### config.mk
export PLATFORM = sky130hd
export DESIGN_NAME = add_mul_sgn_arb_flat
export DESIGN_NICKNAME = d
export VERILOG_FILES = /design/src/rtl/add_mul_sgn_arb_if.sv /design/src/rtl/add_mul_sgn_arb.sv /design/src/flat_wrapper.sv
export SDC_FILE = /design/constraint.sdc
export NUM_CORES = 1
export LEC_CHECK = 0
export ABC_AREA = 1
export BUFFER_PORTS_ARGS = -buffer_cell sky130_fd_sc_hd__buf_4
export CAP_MARGIN = 10
export CORE_MARGIN = 2
export CORE_UTILIZATION = 25
export DETAILED_ROUTE_END_ITERATION = 6
export PLACE_DENSITY = 0.43
export SETUP_SLACK_MARGIN = 0.5
export SLEW_MARGIN = 20
export SYNTH_ARGS = -nofsm -noshare
export SYNTH_HDL_FRONTEND = slang
export SYNTH_SLANG_ARGS = --single-unit
### constraint.sdc
create_clock -name CLK -period 12.73 [get_ports CLK]
set_input_delay 1.273 -clock CLK [delete_from_list [all_inputs] [get_ports CLK]]
set_output_delay 1.273 -clock CLK [all_outputs]
set_load 0.01 [all_outputs]
### src/rtl/add_mul_sgn_arb_if.sv
// add_mul_sgn_arb_if
//   Bundles the request and result channels of add_mul_sgn_arb.
//   Handshake: a transfer happens on a rising CLK edge where the valid bit
//   and its ready bit are both 1. Valid may be dropped without a transfer
//   (requesters are not required to hold it), and ready never waits on a
//   later cycle's valid.
//   Signals:
//     REQ_VLD[nReq]        request valid, one bit per requester
//     REQ_RDY[nReq]        request accepted this cycle, one-hot or zero
//     REQ_XS/REQ_XC        packed XS/XC operands, requester i at slice i
//     REQ_Y                packed Y operands, requester i at slice i
//     P_VLD / P_RDY        result valid / result consumer ready
//     P, P_ID              signed product and issuing requester index
//     BUSY                 any operation held in the pipeline
//     P_OVF                XS+XC overflow flag (ADD_MUL_SGN_ARB_OVF_EN only)
//   master: requester/consumer side.  slave: arbiter side.
interface add_mul_sgn_arb_if #(
  parameter int widthX = 8,
  parameter int widthY = 8,
  parameter int nReq   = 4
);
  localparam int widthP = widthX + widthY;
  localparam int widthI = (nReq > 2) ? $clog2(nReq) : 1;

  logic [nReq-1:0]        REQ_VLD;
  logic [nReq-1:0]        REQ_RDY;
  logic [nReq*widthX-1:0] REQ_XS;
  logic [nReq*widthX-1:0] REQ_XC;
  logic [nReq*widthY-1:0] REQ_Y;
  logic                   P_VLD;
  logic                   P_RDY;
  logic [widthP-1:0]      P;
  logic [widthI-1:0]      P_ID;
  logic                   BUSY;
`ifdef ADD_MUL_SGN_ARB_OVF_EN
  logic                   P_OVF;

  modport master (
    output REQ_VLD, REQ_XS, REQ_XC, REQ_Y, P_RDY,
    input  REQ_RDY, P_VLD, P, P_ID, BUSY, P_OVF
  );
  modport slave (
    input  REQ_VLD, REQ_XS, REQ_XC, REQ_Y, P_RDY,
    output REQ_RDY, P_VLD, P, P_ID, BUSY, P_OVF
  );
`else
  modport master (
    output REQ_VLD, REQ_XS, REQ_XC, REQ_Y, P_RDY,
    input  REQ_RDY, P_VLD, P, P_ID, BUSY
  );
  modport slave (
    input  REQ_VLD, REQ_XS, REQ_XC, REQ_Y, P_RDY,
    output REQ_RDY, P_VLD, P, P_ID, BUSY
  );
`endif
endinterface

### src/rtl/add_mul_sgn_arb.sv
// add_mul_sgn_arb
//   Round-robin arbiter in front of a 2-stage pipeline around one shared
//   signed adder-multiplier, P = (XS+XC)*Y truncated to widthX+widthY bits.
//   Stage 1 holds the granted operands and requester index; stage 2 holds
//   the product and index. Both stages advance independently so the
//   pipeline runs at one operation per cycle and absorbs one extra
//   operation when the consumer stalls.
//   Ports:
//     CLK   clock, all state on the rising edge
//     RSTN  asynchronous active-low reset
//     bus   add_mul_sgn_arb_if.slave (request and result channels)
//   Option: define ADD_MUL_SGN_ARB_OVF_EN to add the registered P_OVF flag.
//   speed selects the datapath form: 0 adds first and uses one multiplier,
//   nonzero multiplies XS and XC in parallel and adds the partial products.
module add_mul_sgn_arb #(
  parameter int widthX = 8,
  parameter int widthY = 8,
  parameter int nReq   = 4,
  parameter int speed  = 0
) (
  input logic             CLK,
  input logic             RSTN,
  add_mul_sgn_arb_if.slave bus
);
  localparam int widthP = widthX + widthY;
  localparam int widthI = (nReq > 2) ? $clog2(nReq) : 1;

  // pipeline state
  logic              v1_q, v1_d;
  logic              v2_q, v2_d;
  logic [widthI-1:0] ptr_q, ptr_d;
  logic [widthX-1:0] xs1_q, xc1_q;
  logic [widthY-1:0] y1_q;
  logic [widthI-1:0] id1_q;
  logic [widthP-1:0] p_q;
  logic [widthI-1:0] pid_q;

  // arbitration / control
  logic              gnt_found;
  logic [widthI-1:0] gnt_idx;
  logic              adv1, adv2;
  logic              accept;
  logic              load2;
  logic [nReq-1:0]   gnt_onehot;
  logic [widthX-1:0] xs_g, xc_g;
  logic [widthY-1:0] y_g;
  logic [widthP-1:0] p_dp;

  assign adv2   = ~v2_q | bus.P_RDY;
  assign adv1   = ~v1_q | adv2;
  assign accept = gnt_found & adv1;
  assign load2  = v1_q & adv2;

  // First valid requester at or after ptr_q, wrapping modulo nReq.
  always_comb begin
    gnt_found = 1'b0;
    gnt_idx   = '0;
    for (int k = 0; k < nReq; k++) begin
      int idx;
      idx = int'(ptr_q) + k;
      if (idx >= nReq) idx = idx - nReq;
      if (!gnt_found && bus.REQ_VLD[idx]) begin
        gnt_found = 1'b1;
        gnt_idx   = widthI'(idx);
      end
    end
  end

  assign gnt_onehot = nReq'(1) << gnt_idx;
  assign xs_g = bus.REQ_XS[int'(gnt_idx)*widthX +: widthX];
  assign xc_g = bus.REQ_XC[int'(gnt_idx)*widthX +: widthX];
  assign y_g  = bus.REQ_Y[int'(gnt_idx)*widthY +: widthY];

  // Ready is forced low while reset is held so no transfer appears to
  // happen on an edge that the registers ignore.
  assign bus.REQ_RDY = (accept && RSTN) ? gnt_onehot : '0;

  always_comb begin
    v1_d  = adv1 ? gnt_found : v1_q;
    v2_d  = adv2 ? v1_q : v2_q;
    ptr_d = ptr_q;
    if (accept) begin
      ptr_d = (int'(gnt_idx) == nReq - 1) ? '0 : widthI'(int'(gnt_idx) + 1);
    end
  end

  // Shared datapath. All arithmetic is done modulo 2^widthP, so both forms
  // give the same truncated product.
  generate
    if (speed == 0) begin : g_dp_add_first
      logic signed [widthX:0]   sum;
      logic signed [widthP-1:0] sum_x, y_x;
      assign sum   = $signed({xs1_q[widthX-1], xs1_q}) + $signed({xc1_q[widthX-1], xc1_q});
      assign sum_x = widthP'(sum);
      assign y_x   = widthP'($signed(y1_q));
      assign p_dp  = sum_x * y_x;
    end else begin : g_dp_parallel
      logic signed [widthP-1:0] xs_x, xc_x, y_x;
      assign xs_x = widthP'($signed(xs1_q));
      assign xc_x = widthP'($signed(xc1_q));
      assign y_x  = widthP'($signed(y1_q));
      assign p_dp = (xs_x * y_x) + (xc_x * y_x);
    end
  endgenerate

`ifdef ADD_MUL_SGN_ARB_OVF_EN
  logic signed [widthX:0] ovf_sum;
  logic                   ovf_dp;
  logic                   ovf_q;
  // The widthX+1 sum fits in widthX bits only when its top two bits agree.
  assign ovf_sum = $signed({xs1_q[widthX-1], xs1_q}) + $signed({xc1_q[widthX-1], xc1_q});
  assign ovf_dp  = ovf_sum[widthX] ^ ovf_sum[widthX-1];
  assign bus.P_OVF = ovf_q;

  always_ff @(posedge CLK or negedge RSTN) begin
    if (!RSTN) begin
      ovf_q <= 1'b0;
    end else if (load2) begin
      ovf_q <= ovf_dp;
    end
  end
`endif

  always_ff @(posedge CLK or negedge RSTN) begin
    if (!RSTN) begin
      v1_q  <= 1'b0;
      v2_q  <= 1'b0;
      ptr_q <= '0;
      xs1_q <= '0;
      xc1_q <= '0;
      y1_q  <= '0;
      id1_q <= '0;
      p_q   <= '0;
      pid_q <= '0;
    end else begin
      v1_q  <= v1_d;
      v2_q  <= v2_d;
      ptr_q <= ptr_d;
      if (accept) begin
        xs1_q <= xs_g;
        xc1_q <= xc_g;
        y1_q  <= y_g;
        id1_q <= gnt_idx;
      end
      if (load2) begin
        p_q   <= p_dp;
        pid_q <= id1_q;
      end
    end
  end

  assign bus.P_VLD = v2_q;
  assign bus.P     = p_q;
  assign bus.P_ID  = pid_q;
  assign bus.BUSY  = v1_q | v2_q;
endmodule

### src/flat_wrapper.sv
// flat-port wrapper written by rule: the top's interface ports become plain ports
module add_mul_sgn_arb_flat 
#(
  parameter int widthX = 8,
  parameter int widthY = 8,
  parameter int nReq   = 4,
  parameter int speed  = 0
)
  (CLK, RSTN, bus_REQ_VLD, bus_REQ_XS, bus_REQ_XC, bus_REQ_Y, bus_P_RDY, bus_REQ_RDY, bus_P_VLD, bus_P, bus_P_ID, bus_BUSY);
  add_mul_sgn_arb_if #(.widthX(widthX), .widthY(widthY), .nReq(nReq)) bus_i ();
  input logic CLK;
  input logic RSTN;
  input wire logic [$bits(bus_i.REQ_VLD)-1:0] bus_REQ_VLD;
  input wire logic [$bits(bus_i.REQ_XS)-1:0] bus_REQ_XS;
  input wire logic [$bits(bus_i.REQ_XC)-1:0] bus_REQ_XC;
  input wire logic [$bits(bus_i.REQ_Y)-1:0] bus_REQ_Y;
  input wire logic [$bits(bus_i.P_RDY)-1:0] bus_P_RDY;
  output wire logic [$bits(bus_i.REQ_RDY)-1:0] bus_REQ_RDY;
  output wire logic [$bits(bus_i.P_VLD)-1:0] bus_P_VLD;
  output wire logic [$bits(bus_i.P)-1:0] bus_P;
  output wire logic [$bits(bus_i.P_ID)-1:0] bus_P_ID;
  output wire logic [$bits(bus_i.BUSY)-1:0] bus_BUSY;
  assign bus_i.REQ_VLD = bus_REQ_VLD;
  assign bus_i.REQ_XS = bus_REQ_XS;
  assign bus_i.REQ_XC = bus_REQ_XC;
  assign bus_i.REQ_Y = bus_REQ_Y;
  assign bus_i.P_RDY = bus_P_RDY;
  assign bus_REQ_RDY = bus_i.REQ_RDY;
  assign bus_P_VLD = bus_i.P_VLD;
  assign bus_P = bus_i.P;
  assign bus_P_ID = bus_i.P_ID;
  assign bus_BUSY = bus_i.BUSY;
  add_mul_sgn_arb #(.widthX(widthX), .widthY(widthY), .nReq(nReq), .speed(speed)) u_core (.CLK(CLK), .RSTN(RSTN), .bus(bus_i));
endmodule
==> insert_results.sql, run 1 <==
INSERT INTO impl_metrics (metric_group, metric, value, unit) VALUES
('logic_synthesis', 'synth-warning-count', '0', ''),
('sta', 'timing.max_slew.rel_slack', '57.5', '%'),
('clock_network', 'count_of_clock_tree_sinks', '48', ''),
('logic_synthesis', 'ys_seq_elements', '48', ''),
('sta', 'final_max_slew_viol_count', '0', ''),
('clock_network', 'cts_resized', '0', ''),
('critical_path', 'reg2reg_depth', '30', ''),
('clock_network', 'cts_setup_buffers', '0', ''),
('sta', 'hold_viol_final', '0', ''),
('critical_path', 'maximum_fanout_encountered_on_the_critical_timing_path', '7', ''),
('critical_path', 'longest_individual_stage_delay_on_the_worst_path', '0.53', 'ns'),
('critical_path', 'crit_required', '12.92', 'ns'),
('logic_synthesis', 'syn-num-nets', '999', ''),
('placed_design', 'dp_wirelength', '13600', 'µm'),
('route', 'drtAntennaViolNets', '0', ''),
('die', 'fp.coreArea', '22800', 'µm²'),
('die', 'initial_utilization', '25.6', '%'),
('route', 'wl', '16300', 'µm'),
('clock_network', 'clk_transition_reported_paths', '0.07', 'ns'),
('sta', 'min_period', '5.76', 'ns'),
('outcome', 'outcome', 'finished clean', ''),
('final_layout', 'number_of_nets_in_the_final_layout', '1111', ''),
('sta', 'timing.setup.tns', '0', 'ns'),
('final_layout', 'most-common-layout-cells', 'sky130_fd_sc_hd__nand2_1, sky130_fd_sc_hd__inv_1, sky130_fd_sc_hd__buf_4', ''),
('logic_synthesis', 'yosys.area.top_type', 'sky130_fd_sc_hd__dfrtp_1', ''),
('logic_synthesis', 'synth.yosys.seq_area_share', '20.6', '%'),
('critical_path', 'critPathSlowestCell', 'sky130_fd_sc_hd__fa_1', ''),
('final_layout', 'antenna_cells', '0', ''),
('clock_network', 'numCtsBuffers', '5', ''),
('global_route', 'grt_first_pass_wirelength', '26900', 'µm'),
('global_route', 'grt_overflow_total', '0', ''),
('logic_synthesis', 'ys_dominant_reg_cell', 'sky130_fd_sc_hd__dfrtp_1', ''),
('logic_synthesis', 'mappedNetlistArea', '5840', 'µm²'),
('logic_synthesis', 'synthTopCellsByArea', 'sky130_fd_sc_hd__dfrtp_1, sky130_fd_sc_hd__fa_1, sky130_fd_sc_hd__nand2_1', ''),
('final_layout', 'mostFrequentLayoutCell', 'sky130_fd_sc_hd__nand2_1', ''),
('die', 'placementRows', '55', ''),
('clock_network', 'clkLatencyLatePin', '0.30', 'ns'),
('die', 'die_height', '157', 'µm'),
('route', 'routed_via_density', '4.13', ''),
('critical_path', 'crit_path_start_kind', 'flip-flop', ''),
('placed_design', 'port_buffers', '126', ''),
('final_layout', 'area_growth_syn_to_layout', '23.9', '%'),
('clock_network', 'ctsHoldBuffers', '0', ''),
('die', 'dieArea', '24600', 'µm²'),
('logic_synthesis', 'proportion_of_netlist_area_held_by_the_largest_area_contributor', '20.6', '%'),
('run', 'timing.max_cap.violations', '0', ''),
('clock_network', 'cts_root_buf', 'sky130_fd_sc_hd__clkbuf_16', ''),
('route', 'drt_iter0_markers', '150', ''),
('logic_synthesis', 'average_footprint_of_a_synthesized_cell', '7.35', 'µm²'),
('sta', 'clock_skew', '0.00645', 'ns'),
('global_route', 'grt_max_degree', '65', ''),
('logic_synthesis', 'number_of_standard_cells_after_synthesis', '795', ''),
('hold_path', 'hold-path-cell-count', '2', ''),
('route', 'via_count', '5038', ''),
('sta', 'rsz0062_at_grt', 'false', ''),
('sta', 'period_share', '45.2', '%'),
('critical_path', 'cp_data_arrival_time', '5.95', 'ns'),
('global_route', 'grt_antenna_before_repair', '0', ''),
('critical_path', 'crit_path_end_kind', 'flip-flop', ''),
('critical_path', 'critPathKind', 'flip-flop to flip-flop', ''),
('sta', 'worstMarginPinSlew', '0.636', 'ns'),
('clock_network', 'htree_num_levels', '2', ''),
('route', 'route.detailed.drc', '0', ''),
('final_layout', 'drive_gt1_share', '17.3', '%'),
('clock_network', 'cts_tree', 'done', ''),
('hold_path', 'holdCritPathClass', 'flip-flop to flip-flop', ''),
('global_route', 'first_global_vias', '5123', ''),
('placed_design', 'gp_congestion', '0.823', ''),
('logic_synthesis', 'netlist-cell-type-count', '39', ''),
('logic_synthesis', 'synth_enable_flop_cells', '0', ''),
('clock_network', 'cts_buffer_depth', '2', ''),
('critical_path', 'cpMostUsedCell', 'sky130_fd_sc_hd__nand2_1', ''),
('die', 'boundaryPins', '127', ''),
('die', 'die-width', '157', 'µm'),
('global_route', 'grt_util_all_layers', '14.0', '%'),
('route', 'routed_wire_length_per_instance', '13.3', 'µm'),
('logic_synthesis', 'synthArstFlopShare', '100', '%'),
('route', 'drt_pre_antenna_iters', '4', ''),
('sta', 'setup_violations', '0', ''),
('sta', 'achievable_freq', '174', 'MHz');
area by class of cell:
type	count	area, µm²
Clock buffer	6	139
Clock inverter	2	38.8
Fill cell	2502	15500
Inverter	157	592
Multi-Input combinational cell	566	3910
Sequential cell	48	1200
Tap cell	313	392
Timing Repair Buffer	129	968
sequential cells by signal, summed over array words and instances (netlist names):
register,flops
u_core.bus.P,16
u_core.bus.P_ID,2
u_core.bus.P_VLD,1
u_core.id1_q,2
u_core.ptr_q,2
u_core.v1_q,1
u_core.xc1_q,8
u_core.xs1_q,8
u_core.y1_q,8
cells by family (layout without fill, tap and decap cells):
logic type | Yosys count | in the layout | share of synthesized area, %
AO/OA/AOI/OAI | 119 | 119 | 11.9
flip-flops | 48 | 48 | 20.6
AND/OR/NAND/NOR | 327 | 327 | 23.4
XOR/XNOR | 19 | 19 | 2.98
adder cells (fa/ha/maj) | 101 | 101 | 28.6
buffers and inverters | 181 | 294 | 12.6
Yosys cell counts, types with 4 or more instances:
| master | count |
|---|---|
| sky130_fd_sc_hd__nand3_1 | 33 |
| sky130_fd_sc_hd__o21ai_0 | 35 |
| sky130_fd_sc_hd__o21a_1 | 13 |
| sky130_fd_sc_hd__ha_1 | 47 |
| sky130_fd_sc_hd__a21oi_1 | 16 |
| sky130_fd_sc_hd__o21ai_1 | 28 |
| sky130_fd_sc_hd__o211ai_1 | 14 |
| sky130_fd_sc_hd__fa_1 | 54 |
| sky130_fd_sc_hd__buf_2 | 6 |
| sky130_fd_sc_hd__xor2_1 | 14 |
| sky130_fd_sc_hd__dfrtp_1 | 48 |
| sky130_fd_sc_hd__xnor2_1 | 4 |
| sky130_fd_sc_hd__or2_2 | 4 |
| sky130_fd_sc_hd__or2_0 | 9 |
| sky130_fd_sc_hd__nand2_1 | 171 |
| sky130_fd_sc_hd__inv_1 | 153 |
| sky130_fd_sc_hd__buf_6 | 5 |
| sky130_fd_sc_hd__clkbuf_1 | 9 |
| sky130_fd_sc_hd__nor2_1 | 99 |
layer usage:
layer	track usage, %	vias to the layer above	share of wire [%]
li1	-	2670	-
met1	19.9	2238	50
met2	21.5	123	43
met3	3.63	7	6.2
met4	2.23	0	0.66
met5	0	-	0
stage by stage:
| stage | cells | hold WS [ns] | utilization [%] | worst slack (ns) | area, µm² |
|---|---|---|---|---|---|
| after floorplan | 795 | 0.443 | - | 7.44 | 5840 |
| after global placement | 1213 | 0.472 | 31.0 | 7.10 | 7060 |
| after detailed placement | 1213 | 0.470 | 31.0 | 6.98 | 7060 |
| after CTS | 1221 | 0.488 | 31.8 | 6.94 | 7240 |
| after global routing | 1221 | 0.503 | 31.8 | 6.40 | 7240 |
| final | 1221 | 0.483 | 31.8 | 6.97 | 7240 |
critical path, delay by kind of cell (launching register included):
kind	cells	cell delay [ns]
flops	1	0.38
buf+inv	5	0.30
xor+xnor	1	0.46
simple gates	13	1.03
compound gates	5	0.81
fa+ha+maj	6	2.66
path summary, 6_finish.rpt:
kind	start	end	slack, ns
max reg2reg	u_core.xc1_q[2]	u_core.bus.P[14]	6.97
min in group asynchronous	RSTN	u_core.bus.P[15]	0.85
min reg2reg	u_core.bus.P[14]	u_core.bus.P[14]	0.48
min	u_core.bus.P[14]	u_core.bus.P[14]	0.48
max	u_core.xc1_q[2]	u_core.bus.P[14]	6.97
max in group asynchronous	RSTN	u_core.bus.P[5]	11.12
Power of run 1 is left out: the tool's default activity adds up to more than one toggle a clock period on the data nets, which glitch-free logic cannot reach.
==> run 2: changes to the inputs <==
- ABC_AREA: 1 -> 0
- PLACE_DENSITY: 0.43 -> 0.44
- clock period: 12.73 -> 4.8 ns (I/O delays scaled with it)
==> run 2 against run 1 <==
  * The run now ends with setup timing left
  * Area after synthesis is 1.3% lower
  * Clock-buffer cell count is 1 lower
  * Worst hold slack worse by 0.31 ns
  * Critical endpoint is now u_core.bus.P[15]
  * Wire length fell by 7.0%
  * Sequential cell count unchanged
  * Die area decreased by 1.2%
  * Sequential share of layout area down 1.9 points
  * Highest routed layer unchanged
  * First-iteration DRC count shrank 2.0%
  * Critical path depth is 7 lower
  * Utilization is 4.3 points higher
  * Global-route usage shrank 1.3 points
==> insert_results.sql, run 2 <==
INSERT INTO impl_metrics (metric_group, metric, value, unit) VALUES
('critical_path', 'longest_individual_stage_delay_on_the_worst_path', '0.50', 'ns'),
('critical_path', 'critPathSlowestCell', 'sky130_fd_sc_hd__fa_1', ''),
('clock_network', 'ctsHoldBuffers', '0', ''),
('logic_synthesis', 'synth.yosys.seq_area_share', '20.8', '%'),
('critical_path', 'critical_path.top_delay_family', 'adder cells', ''),
('clock_network', 'numCtsBuffers', '5', ''),
('logic_synthesis', 'proportion_of_netlist_area_held_by_the_largest_area_contributor', '20.8', '%'),
('global_route', 'grt_antenna_before_repair', '0', ''),
('route', 'route.detailed.drc', '0', ''),
('final_layout', 'drive_gt1_share', '33.1', '%'),
('final_layout', 'antenna_cells', '0', ''),
('sta', 'worstMarginPinSlew', '0.851', 'ns'),
('final_layout', 'mostFrequentLayoutCell', 'sky130_fd_sc_hd__buf_4', ''),
('logic_synthesis', 'netlist-cell-type-count', '57', ''),
('logic_synthesis', 'average_footprint_of_a_synthesized_cell', '8.04', 'µm²'),
('logic_synthesis', 'yosys.area.top_type', 'sky130_fd_sc_hd__dfrtp_1', ''),
('die', 'placementRows', '55', ''),
('outcome', 'violations', 'setup timing', ''),
('logic_synthesis', 'ys_seq_elements', '48', ''),
('sta', 'timing.max_slew.rel_slack', '43.3', '%'),
('logic_synthesis', 'netlist_top_cells_count', 'sky130_fd_sc_hd__nand2_1, sky130_fd_sc_hd__inv_1, sky130_fd_sc_hd__fa_1', ''),
('clock_network', 'cts_buffer_depth', '2', ''),
('sta', 'whs', '0.177', 'ns'),
('outcome', 'outcome', 'finished with violations', ''),
('placed_design', 'gp_congestion', '0.751', ''),
('critical_path', 'crit_required', '5.01', 'ns'),
('critical_path', 'worst-path-buf-inv', '3', ''),
('sta', 'setup_violations', '8', ''),
('die', 'boundaryPins', '127', ''),
('route', 'drt_iter0_markers', '147', ''),
('route', 'drtAntennaViolNets', '0', ''),
('logic_synthesis', 'synth_enable_flop_cells', '0', ''),
('critical_path', 'critPathKind', 'flip-flop to flip-flop', ''),
('route', 'routed_via_density', '4.29', ''),
('run', 'timing.max_cap.violations', '0', ''),
('route', 'via_count', '5121', ''),
('global_route', 'grt_first_pass_wirelength', '25000', 'µm'),
('critical_path', 'maximum_fanout_encountered_on_the_critical_timing_path', '2', ''),
('sta', 'achievable_freq', '185', 'MHz'),
('logic_synthesis', 'synth.most_common_cell', 'sky130_fd_sc_hd__nand2_1', ''),
('final_layout', 'fin_area', '8170', 'µm²'),
('global_route', 'grt_max_degree', '53', ''),
('placed_design', 'dp_wirelength', '12100', 'µm'),
('sta', 'post-route-worst-setup-slack', '-0.594', 'ns'),
('logic_synthesis', 'ys_dominant_reg_cell', 'sky130_fd_sc_hd__dfrtp_1', ''),
('global_route', 'first_global_vias', '5014', ''),
('critical_path', 'crit_chain', 'ha_1 -> a21o_1 -> a21oi_2 -> o21bai_1 -> a21oi_2 -> o21bai_2 -> a21oi_4 -> mux2_4 -> fa_1 -> fa_1 -> inv_2 -> fa_1 -> inv_1 -> fa_1 -> inv_2 -> ha_4 -> o21a_1 -> a21oi_2 -> o21ai_2 -> a41oi_2 -> o2bb2ai_2 -> or2_4 -> o311ai_2', ''),
('sta', 'min_period', '5.39', 'ns'),
('route', 'drt_pre_antenna_iters', '4', ''),
('route', 'routed_wire_length_per_instance', '12.6', 'µm'),
('die', 'dieArea', '24300', 'µm²'),
('final_layout', 'area_growth_syn_to_layout', '41.7', '%'),
('final_layout', 'most-common-layout-cells', 'sky130_fd_sc_hd__buf_4, sky130_fd_sc_hd__nand2_1, sky130_fd_sc_hd__inv_1', ''),
('logic_synthesis', 'synth-warning-count', '0', ''),
('clock_network', 'cts_root_buf', 'sky130_fd_sc_hd__clkbuf_16', ''),
('final_layout', 'post-route-util', '36.1', '%'),
('sta', 'final_max_slew_viol_count', '0', ''),
('global_route', 'grt_util_all_layers', '12.7', '%'),
('die', 'fp.coreArea', '22600', 'µm²'),
('sta', 'clock_skew', '0.00886', 'ns'),
('logic_synthesis', 'number_of_standard_cells_after_synthesis', '717', ''),
('critical_path', 'cp_data_arrival_time', '5.60', 'ns'),
('final_layout', 'number_of_nets_in_the_final_layout', '1113', ''),
('logic_synthesis', 'synthTopCellsByArea', 'sky130_fd_sc_hd__dfrtp_1, sky130_fd_sc_hd__fa_1, sky130_fd_sc_hd__nand2_1', ''),
('clock_network', 'clkLatencyLatePin', '0.31', 'ns'),
('clock_network', 'clk_transition_reported_paths', '0.08', 'ns'),
('sta', 'rsz0062_at_grt', 'true', ''),
('sta', 'hold_viol_final', '0', ''),
('placed_design', 'placement_cell_area', '7650', 'µm²'),
('final_layout', 'n_fill_cell', '2375', ''),
('route', 'wl', '15100', 'µm'),
('logic_synthesis', 'synthArstFlopShare', '100', '%'),
('clock_network', 'count_of_clock_tree_sinks', '48', ''),
('critical_path', 'crit_path_start_kind', 'flip-flop', ''),
('clock_network', 'htree_num_levels', '2', ''),
('logic_synthesis', 'syn-num-nets', '921', ''),
('die', 'die-width', '156', 'µm'),
('logic_synthesis', 'mappedNetlistArea', '5770', 'µm²'),
('clock_network', 'cts_tree', 'done', ''),
('critical_path', 'cpMostUsedCell', 'sky130_fd_sc_hd__fa_1', ''),
('critical_path', 'crit_path_end_kind', 'flip-flop', ''),
('final_layout', 'largest_register_ff_count', '16', ''),
('hold_path', 'holdCritPathClass', 'input port to async pin', ''),
('sta', 'period_share', '112', '%'),
('placed_design', 'port_buffers', '126', ''),
('die', 'initial_utilization', '25.5', '%'),
('die', 'die_height', '156', 'µm'),
('global_route', 'grt_overflow_total', '0', '');
## run 2: timing repair
action                                  CTS  global route
cloned                                    0             0
pin swaps                                39            17
setup buffers                             3             6
endpoints found under the setup margin   11            11
gates resized for setup                  34            16
## run 2: final cells by class
class                           count  area (µm²)  share of cell area (%)
Clock buffer                        5         125                    1.53
Clock inverter                      3        68.8                   0.842
Inverter                           83         325                    3.98
Multi-Input combinational cell    553        4430                    54.2
Sequential cell                    48        1200                    14.7
Tap cell                          285         357                    4.36
Timing Repair Buffer              218        1660                    20.4
## run 2: metrics by stage
stage / instances / TNS [ns] / setup slack (ns)
global placement: 1178 / -4.51 / -0.785
global route: 1195 / -5.64 / -0.932
detailed placement: 1178 / -4.68 / -0.862
finish: 1195 / -3.18 / -0.594
CTS: 1189 / -4.17 / -0.775
floorplan: 717 / -2.89 / -0.618
## run 2: worst reg2reg max path: stages (launching register included)
cell                        delay [ns]
sky130_fd_sc_hd__dfrtp_1          0.38
sky130_fd_sc_hd__ha_1             0.29
sky130_fd_sc_hd__a21o_1           0.16
sky130_fd_sc_hd__a21oi_2          0.13
sky130_fd_sc_hd__o21bai_1         0.09
sky130_fd_sc_hd__a21oi_2          0.16
sky130_fd_sc_hd__o21bai_2         0.09
sky130_fd_sc_hd__a21oi_4          0.18
sky130_fd_sc_hd__mux2_4           0.32
sky130_fd_sc_hd__fa_1             0.45
sky130_fd_sc_hd__fa_1             0.50
sky130_fd_sc_hd__inv_2            0.05
sky130_fd_sc_hd__fa_1             0.49
sky130_fd_sc_hd__inv_1            0.04
sky130_fd_sc_hd__fa_1             0.49
sky130_fd_sc_hd__inv_2            0.05
sky130_fd_sc_hd__ha_4             0.25
sky130_fd_sc_hd__o21a_1           0.12
sky130_fd_sc_hd__a21oi_2          0.07
sky130_fd_sc_hd__o21ai_2          0.20
sky130_fd_sc_hd__a41oi_2          0.16
sky130_fd_sc_hd__o2bb2ai_2        0.17
sky130_fd_sc_hd__or2_4            0.23
sky130_fd_sc_hd__o311ai_2         0.20
## run 2: kinds of logic (layout without fill, tap and decap cells)
family	count (synthesis)	in the layout	share of synthesized area, %
flops	48	48	20.8
xor+xnor	25	25	3.80
buf+inv	116	309	7.96
simple gates	291	291	22.7
fa+ha+maj	101	101	28.9
mux	17	17	3.17
compound gates	119	119	12.6
## run 2: final timing paths
| check | startpoint | end | slack, ns | cells after the start |
|---|---|---|---|---|
| min in group CLK | bus_REQ_VLD[2] | u_core.v1_q | 0.43 | 3 |
| max | u_core.xs1_q[1] | u_core.bus.P[15] | -0.59 | 23 |
| max in group asynchronous | RSTN | u_core.bus.P[15] | 4.13 | 1 |
| max reg2reg | u_core.xs1_q[1] | u_core.bus.P[15] | -0.59 | 23 |
| min reg2reg | u_core.bus.P[0] | u_core.bus.P[0] | 0.49 | 2 |
| min | RSTN | u_core.bus.P[11] | 0.18 | 1 |
## run 2: per-layer routing
metal / routed length (µm) / vias up / share of wire (%) / GRT usage, %
li1: - / 2692 / - / -
met4: 106 / 0 / 0.70 / 2.23
met1: 7650 / 2300 / 51 / 18.3
met5: 0 / - / 0 / 0
met2: 6560 / 123 / 43 / 19.7
met3: 796 / 6 / 5.3 / 2.75
Power of run 2 is left out for the same reason.
==> run 3: changes to the inputs <==
- CTS_BUF_LIST: not set -> sky130_fd_sc_hd__clkbuf_8
==> run 3 against run 2 <==
  * The run still ends with setup timing left
  * Clock-buffer cell count stayed put
  * Non-clock buffer count stayed put
  * Critical path depth stayed put
  * Cell count stayed put
==> insert_results.sql, run 3 (same netlist as run 2, synthesis figures left out) <==
INSERT INTO impl_metrics (metric_group, metric, value, unit) VALUES
('clock_network', 'numCtsBuffers', '5', ''),
('clock_network', 'ctsHoldBuffers', '0', ''),
('global_route', 'first_global_vias', '5007', ''),
('global_route', 'grt_antenna_before_repair', '0', ''),
('die', 'initial_utilization', '25.5', '%'),
('global_route', 'grt_first_pass_wirelength', '24900', 'µm'),
('final_layout', 'number_of_nets_in_the_final_layout', '1113', ''),
('sta', 'min_period', '5.40', 'ns'),
('sta', 'rsz0062_at_grt', 'true', ''),
('critical_path', 'crit_required', '5.04', 'ns'),
('final_layout', 'n_fill_cell', '2384', ''),
('die', 'die_height', '156', 'µm'),
('global_route', 'grt_overflow_total', '0', ''),
('final_layout', 'area_growth_syn_to_layout', '40.5', '%'),
('sta', 'timing.setup.tns', '-3.30', 'ns'),
('sta', 'hold_viol_final', '0', ''),
('clock_network', 'clk_transition_reported_paths', '0.12', 'ns'),
('die', 'dieArea', '24300', 'µm²'),
('route', 'drt_pre_antenna_iters', '4', ''),
('sta', 'post-route-worst-setup-slack', '-0.604', 'ns'),
('hold_path', 'holdCritPathClass', 'input port to async pin', ''),
('clock_network', 'clkLatencyLatePin', '0.34', 'ns'),
('sta', 'clock_skew', '0.0152', 'ns'),
('placed_design', 'place_worst_setup_slack', '-0.862', 'ns'),
('placed_design', 'port_buffers', '126', ''),
('critical_path', 'cp_data_arrival_time', '5.65', 'ns'),
('route', 'routed_via_density', '4.27', ''),
('final_layout', 'post-route-util', '35.8', '%'),
('sta', 'period_share', '113', '%'),
('clock_network', 'cts_root_buf', 'sky130_fd_sc_hd__clkbuf_8', ''),
('sta', 'timing.max_slew.rel_slack', '43.7', '%'),
('outcome', 'violations', 'setup timing', ''),
('critical_path', 'worst_setup_slack_for_register_to_register_paths', '-0.60', 'ns'),
('sta', 'worstMarginPinSlew', '0.845', 'ns'),
('critical_path', 'reg2reg_depth', '23', ''),
('critical_path', 'crit_path_end_kind', 'flip-flop', ''),
('outcome', 'outcome', 'finished with violations', ''),
('final_layout', 'antenna_cells', '0', ''),
('route', 'routed_wire_length_per_instance', '12.6', 'µm'),
('sta', 'achievable_freq', '185', 'MHz'),
('die', 'boundaryPins', '127', ''),
('route', 'drtAntennaViolNets', '0', ''),
('sta', 'setup_violations', '8', ''),
('route', 'via_count', '5103', ''),
('critical_path', 'crit-reg2reg-capture', 'u_core.bus.P[15]', ''),
('run', 'timing.max_cap.violations', '0', ''),
('route', 'drt_iter0_markers', '152', ''),
('final_layout', 'mostFrequentLayoutCell', 'sky130_fd_sc_hd__buf_4', ''),
('die', 'fp.coreArea', '22600', 'µm²'),
('critical_path', 'critPathKind', 'flip-flop to flip-flop', ''),
('critical_path', 'cpMostUsedCell', 'sky130_fd_sc_hd__fa_1', ''),
('final_layout', 'most-common-layout-cells', 'sky130_fd_sc_hd__buf_4, sky130_fd_sc_hd__nand2_1, sky130_fd_sc_hd__inv_1', ''),
('critical_path', 'crit_path_start_kind', 'flip-flop', ''),
('clock_network', 'count_of_clock_tree_sinks', '48', ''),
('placed_design', 'gp_congestion', '0.751', ''),
('placed_design', 'placement_cell_area', '7650', 'µm²'),
('critical_path', 'crit_chain', 'ha_1 -> a21o_1 -> a21oi_2 -> o21bai_1 -> a21oi_2 -> o21bai_2 -> a21oi_4 -> mux2_4 -> fa_1 -> fa_1 -> inv_2 -> fa_1 -> inv_1 -> fa_1 -> inv_2 -> ha_4 -> o21a_1 -> a21oi_2 -> o21ai_2 -> a41oi_2 -> o2bb2ai_2 -> or2_4 -> o311ai_2', ''),
('route', 'route.detailed.drc', '0', ''),
('clock_network', 'htree_num_levels', '2', ''),
('die', 'die-width', '156', 'µm'),
('clock_network', 'cts_tree', 'done', ''),
('critical_path', 'critPathSlowestCell', 'sky130_fd_sc_hd__fa_1', ''),
('final_layout', 'drive_gt1_share', '33.0', '%'),
('die', 'placementRows', '55', ''),
('placed_design', 'dp_wirelength', '12100', 'µm'),
('sta', 'final_max_slew_viol_count', '0', ''),
('route', 'wl', '15100', 'µm'),
('critical_path', 'start_of_the_worst_register_to_register_path', 'u_core.xs1_q[1]', ''),
('global_route', 'grt_util_all_layers', '12.6', '%'),
('final_layout', 'largest_register_ff_count', '16', ''),
('critical_path', 'maximum_fanout_encountered_on_the_critical_timing_path', '2', ''),
('final_layout', 'fin_area', '8100', 'µm²'),
('global_route', 'grt_max_degree', '53', ''),
('clock_network', 'cts_buffer_depth', '2', ''),
('critical_path', 'longest_individual_stage_delay_on_the_worst_path', '0.50', 'ns');
-- run 3: cell counts in the layout (fill, tap and decap cells not counted) --
Identical to the previous run, type by type.
-- run 3: layer usage --
layer / up-vias / share of wire (%) / track usage [%]
met2: 114 / 43 / 19.6
met5: - / 0 / 0
li1: 2690 / - / -
met3: 7 / 5.1 / 2.75
met1: 2292 / 51 / 18.3
met4: 0 / 0.77 / 2.23
-- run 3: timing repair --
action                     in CTS  in global routing
pin swaps                      38                 17
buffers inserted                3                  6
gates resized for setup        34                 15
setup endpoints to repair      11                 11
-- run 3: worst max path at each step --
stage,start,endpoint,slack [ns],cells past startpoint
after floorplan,u_core.xs1_q[1],u_core.bus.P[15],-0.62,23
after global routing,u_core.xs1_q[1],u_core.bus.P[15],-0.95,22
after detailed placement,u_core.xc1_q[0],u_core.bus.P[15],-0.86,19
after CTS,u_core.xs1_q[1],u_core.bus.P[15],-0.79,23
final,u_core.xs1_q[1],u_core.bus.P[15],-0.60,23
after global placement,u_core.xc1_q[0],u_core.bus.P[14],-0.79,18
-- run 3: layout make-up --
cell class / instances / area [µm²] / area share (%)
Clock buffer: 5 / 68.8 / 0.849
Clock inverter: 3 / 68.8 / 0.849
Inverter: 83 / 325 / 4.01
Multi-Input combinational cell: 553 / 4420 / 54.5
Sequential cell: 48 / 1200 / 14.8
Tap cell: 285 / 357 / 4.40
Timing Repair Buffer: 218 / 1660 / 20.5
-- run 3: critical path: cells and delay by family, from the launching register on --
family          cells  cell delay, ns
buf+inv             3            0.14
fa+ha+maj           6            2.47
compound gates     12            1.73
mux                 1            0.32
simple gates        1            0.23
flops               1            0.40
-- run 3: per-stage QoR --
step	hold WS, ns	cells
finish	0.142	1195
detailed placement	0.476	1178
CTS	0.193	1189
global route	0.218	1195
floorplan	0.184	717
global placement	0.467	1178
Power of run 3 is left out for the same reason.
